### src/rtl/arm_defs_pkg.sv
// Shared encodings for the ARM 5-stage execute-stage controller: forwarding
// selects, NZCV bit positions and the operand-forwarding priority helper.
package arm_defs;

   typedef enum logic [1:0] {
      FWD_REG = 2'd0,
      FWD_MEM = 2'd1,
      FWD_WB  = 2'd2
   } fwd_sel_e;

   localparam int unsigned NZCV_N = 3;
   localparam int unsigned NZCV_Z = 2;
   localparam int unsigned NZCV_C = 1;
   localparam int unsigned NZCV_V = 0;

   typedef enum logic {
      ST_RUN   = 1'b0,
      ST_FLUSH = 1'b1
   } ctrl_state_e;

   // MEM result is younger than WB, so it wins when both write the source.
   function automatic logic [1:0] fwd_pick(
      input logic       en,
      input logic       mem_wb_en,
      input logic [3:0] mem_dest,
      input logic       wb_wb_en,
      input logic [3:0] wb_dest,
      input logic [3:0] src
   );
      logic [1:0] sel;
      if (!en) begin
         sel = FWD_REG;
      end else if (mem_wb_en && (mem_dest == src)) begin
         sel = FWD_MEM;
      end else if (wb_wb_en && (wb_dest == src)) begin
         sel = FWD_WB;
      end else begin
         sel = FWD_REG;
      end
      return sel;
   endfunction

endpackage

### src/rtl/forward_unit.sv
// Combinational operand-forwarding selects for the EXE stage Val_Rn / Val_Rm.
module forward_unit
   import arm_defs::*;
(
   input  logic       forward_en,
   input  logic [3:0] exe_src1,
   input  logic [3:0] exe_src2,
   input  logic [3:0] mem_dest,
   input  logic       mem_wb_en,
   input  logic [3:0] wb_dest,
   input  logic       wb_wb_en,
   output logic [1:0] fwd_sel1,
   output logic [1:0] fwd_sel2
);

   always_comb begin
      fwd_sel1 = fwd_pick(forward_en, mem_wb_en, mem_dest, wb_wb_en, wb_dest, exe_src1);
      fwd_sel2 = fwd_pick(forward_en, mem_wb_en, mem_dest, wb_wb_en, wb_dest, exe_src2);
   end

endmodule

### src/rtl/exe_hazard_ctrl.sv
// Execute-stage pipeline controller: forwarding, load-use/RAW stall, branch
// flush sequencing, NZCV status register and saturating event counters.
module exe_hazard_ctrl
   import arm_defs::*;
#(
   parameter int FLUSH_CYCLES = 1,
   parameter int CNT_W        = 16
) (
   input  logic             clk,
   input  logic             rst,
   input  logic             forward_en,
   input  logic             id_valid,
   input  logic [3:0]       id_src1,
   input  logic [3:0]       id_src2,
   input  logic             id_two_src,
   input  logic             exe_valid,
   input  logic [3:0]       exe_src1,
   input  logic [3:0]       exe_src2,
   input  logic [3:0]       exe_dest,
   input  logic             exe_wb_en,
   input  logic             exe_mem_r_en,
   input  logic             exe_s,
   input  logic             exe_b,
   input  logic [3:0]       alu_status,
   input  logic [3:0]       mem_dest,
   input  logic             mem_wb_en,
   input  logic [3:0]       wb_dest,
   input  logic             wb_wb_en,
   output logic [1:0]       fwd_sel1,
   output logic [1:0]       fwd_sel2,
   output logic             hazard_stall,
   output logic             flush,
   output logic [3:0]       status_out,
   output logic [CNT_W-1:0] stall_cnt,
   output logic [CNT_W-1:0] flush_cnt
);

   localparam logic [1:0] FLUSH_LOAD = 2'(FLUSH_CYCLES - 1);

   ctrl_state_e      state_q;
   logic [1:0]       rem_q;
   logic [3:0]       status_q;
   logic [CNT_W-1:0] stall_cnt_q, stall_cnt_d;
   logic [CNT_W-1:0] flush_cnt_q, flush_cnt_d;

   logic [1:0] fwd_sel1_s, fwd_sel2_s;
   logic       hazard_s;
   logic       flush_entry_s;
   logic       match_exe_s, match_mem_s;

   forward_unit u_forward_unit (
      .forward_en (forward_en),
      .exe_src1   (exe_src1),
      .exe_src2   (exe_src2),
      .mem_dest   (mem_dest),
      .mem_wb_en  (mem_wb_en),
      .wb_dest    (wb_dest),
      .wb_wb_en   (wb_wb_en),
      .fwd_sel1   (fwd_sel1_s),
      .fwd_sel2   (fwd_sel2_s)
   );

   // Only sources that ID really reads can create a dependency.
   always_comb begin
      match_exe_s = (id_src1 == exe_dest) || (id_two_src && (id_src2 == exe_dest));
      match_mem_s = (id_src1 == mem_dest) || (id_two_src && (id_src2 == mem_dest));
      if (!id_valid) begin
         hazard_s = 1'b0;
      end else if (forward_en) begin
         hazard_s = exe_valid && exe_mem_r_en && match_exe_s;
      end else begin
         hazard_s = (exe_valid && exe_wb_en && match_exe_s) || (mem_wb_en && match_mem_s);
      end
   end

   assign flush_entry_s = (state_q == ST_RUN) && exe_b && exe_valid;

   // Combinational outputs are forced low while reset is held.
   always_comb begin
      if (!rst) begin
         fwd_sel1     = FWD_REG;
         fwd_sel2     = FWD_REG;
         hazard_stall = 1'b0;
         flush        = 1'b0;
      end else begin
         fwd_sel1     = fwd_sel1_s;
         fwd_sel2     = fwd_sel2_s;
         hazard_stall = hazard_s && (state_q == ST_RUN) && !exe_b;
         flush        = (state_q == ST_FLUSH) || flush_entry_s;
      end
   end

   // Flush sequencer; branches seen while flushing belong to squashed slots.
   always_ff @(posedge clk or negedge rst) begin
      if (!rst) begin
         state_q <= ST_RUN;
         rem_q   <= 2'd0;
      end else begin
         case (state_q)
            ST_RUN: begin
               if (flush_entry_s && (FLUSH_CYCLES > 1)) begin
                  state_q <= ST_FLUSH;
                  rem_q   <= FLUSH_LOAD;
               end else begin
                  state_q <= ST_RUN;
                  rem_q   <= 2'd0;
               end
            end
            ST_FLUSH: begin
               if (rem_q <= 2'd1) begin
                  state_q <= ST_RUN;
                  rem_q   <= 2'd0;
               end else begin
                  state_q <= ST_FLUSH;
                  rem_q   <= rem_q - 2'd1;
               end
            end
            default: begin
               state_q <= ST_RUN;
               rem_q   <= 2'd0;
            end
         endcase
      end
   end

   // Falling-edge update lets ID's condition check see the new flags this cycle.
   always_ff @(negedge clk or negedge rst) begin
      if (!rst) begin
         status_q <= 4'h0;
      end else if (exe_valid && exe_s && (state_q == ST_RUN)) begin
         status_q <= alu_status;
      end else begin
         status_q <= status_q;
      end
   end

   // Saturating increments: the counters stick at all-ones.
   always_comb begin
      stall_cnt_d = stall_cnt_q;
      flush_cnt_d = flush_cnt_q;
      if (hazard_stall && (stall_cnt_q != {CNT_W{1'b1}})) begin
         stall_cnt_d = stall_cnt_q + CNT_W'(1);
      end else begin
         stall_cnt_d = stall_cnt_q;
      end
      if (flush_entry_s && (flush_cnt_q != {CNT_W{1'b1}})) begin
         flush_cnt_d = flush_cnt_q + CNT_W'(1);
      end else begin
         flush_cnt_d = flush_cnt_q;
      end
   end

   // Event counter registers.
   always_ff @(posedge clk or negedge rst) begin
      if (!rst) begin
         stall_cnt_q <= {CNT_W{1'b0}};
         flush_cnt_q <= {CNT_W{1'b0}};
      end else begin
         stall_cnt_q <= stall_cnt_d;
         flush_cnt_q <= flush_cnt_d;
      end
   end

   assign status_out = status_q;
   assign stall_cnt  = stall_cnt_q;
   assign flush_cnt  = flush_cnt_q;

endmodule

### config.mk
export PLATFORM = sky130hd
export DESIGN_NAME = exe_hazard_ctrl
export DESIGN_NICKNAME = d
export VERILOG_FILES = /design/src/rtl/arm_defs_pkg.sv /design/src/rtl/forward_unit.sv /design/src/rtl/exe_hazard_ctrl.sv
export SDC_FILE = /design/constraint.sdc
export NUM_CORES = 1
export LEC_CHECK = 0
export CAP_MARGIN = 40
export CORE_MARGIN = 5
export CORE_UTILIZATION = 37
export DETAILED_ROUTE_END_ITERATION = 10
export PLACE_DENSITY_LB_ADDON = 0.1
export SYNTH_ARGS = -nofsm -noshare
export SYNTH_HDL_FRONTEND = slang
export SYNTH_HIERARCHICAL = 1
export SYNTH_SLANG_ARGS = --single-unit
### constraint.sdc
create_clock -name clk -period 2.5 [get_ports clk]
set_input_delay 0.25 -clock clk [delete_from_list [all_inputs] [get_ports clk]]
set_output_delay 0.25 -clock clk [all_outputs]
set_load 0.05 [all_outputs]
---- Yosys cells after proc, flatten, opt, wreduce, memory -nomap -nowiden ----
Index checks and enable logic that the tools add are counted.
word-level totals
  flip-flop bits (word level) ............. 39
  latch bits .............................. 0
  bits in writable memories ............... 0
  bits in read-only memories .............. 0
  input bits .............................. 44
  output and inout bits ................... 42
  logic and storage cells ................. 60
  memories ................................ 0
cells by class
  $add $sub $neg .......................... 3
  multipliers ............................. 0
  divide/modulo/power cells ............... 0
  magnitude comparators ................... 1
  eq/ne operators ......................... 10
  shifts and indexed selects .............. 0
  muxes and demuxes ....................... 16
  bitwise operators ....................... 1
  reduce and logical (&&, ||, !) cells .... 24
operator list
  kind                                                                    count
  16-bit by 1-bit adder with 16-bit output (second input constant)        2
  4-bit == test                                                           8
  16-bit inequality test (second input constant)                          2
  1-bit logical AND                                                       19
  2-bit 2-to-1 mux                                                        9
  1-bit 2-to-1 mux                                                        5
  1-bit logical OR                                                        4
  2-bit case mux with 2 select lines                                      1
  2-bit by 1-bit <= comparator with 1-bit output (second input constant)  1
  1-bit case mux with 2 select lines                                      1
  2-bit by 1-bit subtractor with 2-bit output (second input constant)     1
  1-bit zero test                                                         1
  1-bit inverter                                                          1

---- Longest topological paths before layout ----
Gate-level depths: netlist of run 1.
  word-level depth ........................ 11
  depth in mapped cells ................... 7
  mapped depth without buffers ............ 7

---- Cells and area by module ----
Netlist of run 1, hierarchy kept.
modules (own cells, without submodules)
  module           times used  cells each  area an instance (sq um)  seq. area each (sq um)
  exe_hazard_ctrl  1           191         2075.7                    975.9
  forward_unit     1           29          219.0                     0.0

==> qor.yml, run 1 <==
antenna_found_initial: 0
pre_cts_ws_ns: -0.302
finalNetCount: 365
r2r_start: "state_q"
fin_worst_skew_ns: 0.00879
cp.arrival_ns: 1.31
portBuffers: 85
finalSetupViolCount: 0
clk_latency_ns: 0.30
power_mw: 1.97
hold_viol: 0
synth_flop_cell: "dfrtp_1"
cts_htree_levels: 2
p_per_area_nw_per_um2: 568
routed_wl_um: 5700
dieArea_um2: 7880
clkTransAtPathRegs_ns: 0.07
syn_area_per_cell_um2: 10.4
rsz0062_at_grt: "no"
clock-sinks: 39
p_int_mw: 1.28
synth_area_um2: 2290
drtIter0Drc: 66
start_kind: "primary input"
area_delta_synth_final_pct: 50.9
yosysMostFrequentCell: "dfrtp_1"
grt_max_degree: 27
hold-path-endpoint: "rem_q[0]"
async_reset_ff_share_pct: 100
synth_nets: 266
hp-start: "rem_q[0]"
drc: 0
synthTopCellsByArea: "dfrtp_1 38%, xor2_1 12%, xnor2_1 11%"
cts_root_buf: "clkbuf_8"
worst_slack_ns: 0.0834
antenna_cells: 0
synth-edff-count: 0
reg2reg_depth: 3
relSlewSlack_pct: 65.7
clk_path_buf_depth: 2
cts_buffers: 5
grt_pass1_vias: 2025
comb_power_share_pct: 34.5
post-dp-hpwl_um: 4530
ys_ff_latch: 39
grt_usage_pct: 15.3
leakagePower_nw: 1.52
tightest_slew_ns: 0.512
coreArea_um2: 5990
crit_slowest_cell: "clkdlybuf4s50_1"
start_util_pct: 38.3
ir_worst_vdd_v: 0.000814
place_area_um2: 3340
yosysWarnings: 6
grt_pass1_wl_um: 9390
netlist-cell-type-count: 39
die_w_um: 88.8
finalInstanceArea_um2: 3460
wl_per_cell_um: 14.4
rows: 28
cts_tree: "yes"
path_max_fanout: 4
drtAntennaViolNets: 0
outcome: "finished clean"
clkPwrFrac_pct: 26.5
p_sw_uw: 684
drive_gt1_share_pct: 14.4
hold_class: "flip-flop to flip-flop"
synth.top_cells.by_count: "35 x dfrtp_1, 32 x xor2_1, 29 x xnor2_1, 18 x nand2_1, 13 x nand4_1"
path_class: "primary input to flip-flop"
cts_setup_buffers: 0
cpLargestDelayFamily: "buffers and inverters"
seqPwrFrac_pct: 39.0
hold_depth: 1
switching_share_pct: 34.7
syn_inst: 220
cp_num_buf_inv: 1
boundaryPins: 86
gp_congestion: 0.777
maxSlewViolCount: 0
synth_top_cell_area_share_pct: 38.2
cp_cell_sequence: "clkdlybuf4s50_1 -> nor2b_2 -> nand2_2 -> mux2_2"
cp-end-kind: "flip-flop"
drtPass1Iterations: 4
critPathRequiredTime_ns: 1.39
cap_violations: 0
num_vias: 1931
gr-total-overflow: 0
viasPerCell: 4.89
ys_seq_area_share_pct: 42.5
critPathMaxStageDelay_ns: 0.44
die_h_um: 88.8
r2r-end: "status_out[3]"
r2r_setup_slack_ns: 0.20
yosysTopAreaCell: "dfrtp_1"
## stage by stage
step           setup TNS, ns  hold slack, ns  util [%]  cells
3_5_place_dp           -1.18           0.281      55.7    386
5_1_grt                    0           0.446      57.8    395
4_1_cts                    0           0.439      57.7    395
2_1_floorplan              0         -0.0456         -    220
3_3_place_gp           -1.07           0.270      55.7    386
6_report                   0           0.428      57.8    395
## power by group through the flow
stage / Combinational (mW) / Clock, mW / Sequential (mW)
4_1_cts: 0.688 / 0.544 / 0.769
6_report: 0.680 / 0.521 / 0.768
5_1_grt: 0.727 / 0.570 / 0.780
3_5_place_dp: 0.686 / 0 / 0.779
2_1_floorplan: 0.167 / 0 / 0.988
3_3_place_gp: 0.678 / 0 / 0.779
## timing repair
| action | 4_1_cts | 5_1_grt |
|---|---|---|
| hold endpoints to repair | 19 | 0 |
| gates resized for setup | 0 | 2 |
| setup endpoints to repair | 0 | 4 |
| hold buffers | 1 | 0 |
## metal layers
layer | track usage [%] | part of all wire, % | wire length, µm
met2 | 26.0 | 49 | 2810
met5 | 0 | 0 | 0
met4 | 3.30 | 0.84 | 48
met3 | 5.49 | 6.4 | 362
met1 | 18.7 | 44 | 2480
## worst max path at each step
stage	slack, ns	depth (start not counted)	start	end
3_5_place_dp	-0.30	4	exe_valid	status_out[2]
3_3_place_gp	-0.27	4	exe_valid	status_out[1]
4_1_cts	0.008	4	exe_valid	status_out[2]
2_1_floorplan	0.13	5	stall_cnt[3]	stall_cnt[1]
5_1_grt	0.04	4	exe_valid	status_out[0]
6_report	0.08	4	exe_valid	status_out[3]
## flip-flops by register name (all words and copies together), names as in the netlist
name,flops
status_out,4
rem_q,2
state_q,1
flush_cnt,16
stall_cnt,16
## cells in the final DEF, fill, tap and decap left out, types with 9 or more instances in the layout
master / instances
xnor2_1: 29
nand4_1: 13
clkdlybuf4s50_1: 74
buf_4: 12
nor3_1: 9
nand2_1: 17
nor2_1: 9
xor2_1: 32
nand3_1: 10
dfrtp_1: 35
## area by class of cell
cell class | instances | area [µm²]
fill | 513 | 2530
multi-input combinational | 175 | 1300
sequential | 39 | 976
timing repair buffer | 94 | 966
tap | 75 | 93.8
clock buffer | 5 | 68.8
clock inverter | 3 | 43.8
inverter | 4 | 15.0
## kinds of logic (layout without fill, tap and decap cells)
kind of cell    Yosys count  after routing  synth area share (%)
simple gates             97             97                  25.1
xor+xnor                 61             61                  23.3
flops                    39             39                  42.5
mux                       8              8                  3.87
compound gates            7              7                  3.11
buf+inv                   6            106                  1.04
fa+ha+maj                 2              2                  1.09
(Power assumes the default switching activity.)
==> inputs of run 2 (changes only) <==
- PLACE_DENSITY: unset -> 0.69
- PLACE_DENSITY_LB_ADDON: 0.1 -> unset
==> run 2 against run 1 <==
  * Register-to-register slack got worse by 0.07 ns
  * Global-route usage grew 0.34 points
  * Setup slack worse by 0.031 ns
  * Clock skew shrank 0.00095 ns
  * Sequential share of layout area decreased by 0.051 points
  * Critical path type unchanged
  * Largest power group unchanged
==> qor.yml, run 2 (synthesized netlist as in run 1, its figures left out) <==
outcome: "finished clean"
crit_slowest_cell: "clkdlybuf4s50_1"
path_class: "primary input to flip-flop"
r2r_setup_slack_ns: 0.13  # -0.07 ns
hp-start: "rem_q[0]"
grt_pass1_vias: 2053  # +1.4%
hold_class: "flip-flop to flip-flop"
drtIter0Drc: 51  # -23%
fillers: 528  # +2.9%
die_h_um: 88.8  # unchanged
relSlewSlack_pct: 65.7  # about the same
maxSlewViolCount: 0  # unchanged
start_util_pct: 38.3  # unchanged
grt_max_degree: 29  # +7.4%
cp-end-kind: "flip-flop"
grt_pass1_wl_um: 9520  # +1.3%
cts_root_buf: "clkbuf_8"
tightest_slew_ns: 0.512  # +0.000178 ns
hold_viol: 0  # unchanged
cp_cell_sequence: "clkdlybuf4s50_1 -> nor2b_2 -> nand2_1 -> mux2_2"
reg2reg_depth: 3  # unchanged
fin_tns_setup_ns: 0  # unchanged
hold_depth: 1  # unchanged
antenna_cells: 0  # unchanged
cap_violations: 0  # unchanged
r2r_start: "state_q"
clk_path_buf_depth: 2  # unchanged
drtAntennaViolNets: 0  # unchanged
clock-sinks: 39  # unchanged
clkTransAtPathRegs_ns: 0.07  # about the same
cts_htree_levels: 2  # unchanged
wl_per_cell_um: 14.6  # +1.0%
critPathMaxStageDelay_ns: 0.47  # +0.03 ns
gp_congestion: 0.787  # +1.3%
portBuffers: 85  # unchanged
critPathRequiredTime_ns: 1.40  # about the same
power_mw: 1.90  # -3.7%
finalNetCount: 369  # +1.1%
leakagePower_nw: 1.53  # +0.55%
die_w_um: 88.8  # unchanged
finalSetupViolCount: 0  # unchanged
dieArea_um2: 7880  # unchanged
post-dp-hpwl_um: 4690  # +3.6%
drive_gt1_share_pct: 14.8  # +0.44 points
gr-total-overflow: 0  # unchanged
cpLargestDelayFamily: "buffers and inverters"
cts_tree: "yes"
drtPass1Iterations: 4  # unchanged
rsz0062_at_grt: "no"
cts_buffers: 5  # unchanged
rows: 28  # unchanged
r2r-end: "status_out[3]"
pre_cts_ws_ns: -0.309  # -0.00767 ns
cp.arrival_ns: 1.34  # +0.03 ns
worst_slack_ns: 0.0527  # -0.0307 ns
routed_wl_um: 5810  # +2.0%
drc: 0  # unchanged
clk_latency_ns: 0.30  # about the same
antenna_found_initial: 0  # unchanged
fin_worst_skew_ns: 0.00784  # -0.000951 ns
grt_usage_pct: 15.7  # +0.34 points
hold-path-endpoint: "rem_q[0]"
area_delta_synth_final_pct: 51.2
layout_commonest_cell: "clkdlybuf4s50_1"
final_cell_mix: "74 x clkdlybuf4s50_1, 35 x dfrtp_1, 32 x xor2_1"
boundaryPins: 86  # unchanged
p_per_area_nw_per_um2: 546  # -3.9%
viasPerCell: 4.89  # about the same
num_vias: 1950  # +0.98%
path_max_fanout: 4  # unchanged
cp_num_buf_inv: 1  # unchanged
ir_worst_vdd_v: 0.000874  # +7.3%
start_kind: "primary input"
coreArea_um2: 5990  # unchanged
run 2: final cells by class:
| cell class | instances | area, µm² | area share, % |
|---|---|---|---|
| flip-flops and latches | 39 | 976 | 28.1 |
| well taps | 75 | 93.8 | 2.70 |
| multi-input cells | 175 | 1300 | 37.4 |
| repair buffers | 98 | 996 | 28.7 |
| clock inverters | 1 | 5.00 | 0.144 |
| inverters | 4 | 15.0 | 0.433 |
| clock buffers | 7 | 86.3 | 2.49 |
run 2: how the worst max path moves through the flow:
stage | startpoint | to | slack, ns | cells after the start
finish | exe_valid | status_out[3] | 0.05 | 4
global route | exe_valid | status_out[0] | 0.02 | 4
CTS | exe_valid | status_out[3] | 0.004 | 4
detailed placement | exe_valid | status_out[3] | -0.31 | 4
global placement | exe_valid | status_out[0] | -0.30 | 4
floorplan | stall_cnt[3] | stall_cnt[1] | 0.13 | 5
run 2: power by group:
part / internal (mW) / leakage, nW / switching, mW
clock: 0.223 / 0.0482 / 0.219
combinational: 0.297 / 0.962 / 0.388
sequential: 0.695 / 0.520 / 0.0739
total: 1.21 / 1.53 / 0.681
run 2: metal layers:
metal / GRT usage, % / vias to the layer above / part of all wire, %
li1: - / 983 / -
met2: 26.6 / 41 / 51
met1: 19.3 / 921 / 43
met5: 0 / - / 0
met4: 3.57 / 0 / 0.96
met3: 5.21 / 5 / 5.4
run 2: metrics by stage:
step           utilization (%)  instances  cell area (µm²)  hold slack, ns
4_1_cts                   57.9        399             3470           0.446
2_1_floorplan                -        220             2290         -0.0456
3_5_place_dp              56.2        390             3370           0.241
3_3_place_gp              56.2        390             3370           0.231
6_report                  57.9        399             3470           0.439
5_1_grt                   57.9        399             3470           0.480
run 2: what timing repair did:
action                                 4_1_cts  5_1_grt
endpoints found under the hold margin       12        0
hold buffers                                 1        0
setup endpoints to repair                    0        4
buffers inserted                             0        0
resized for setup                            0        1
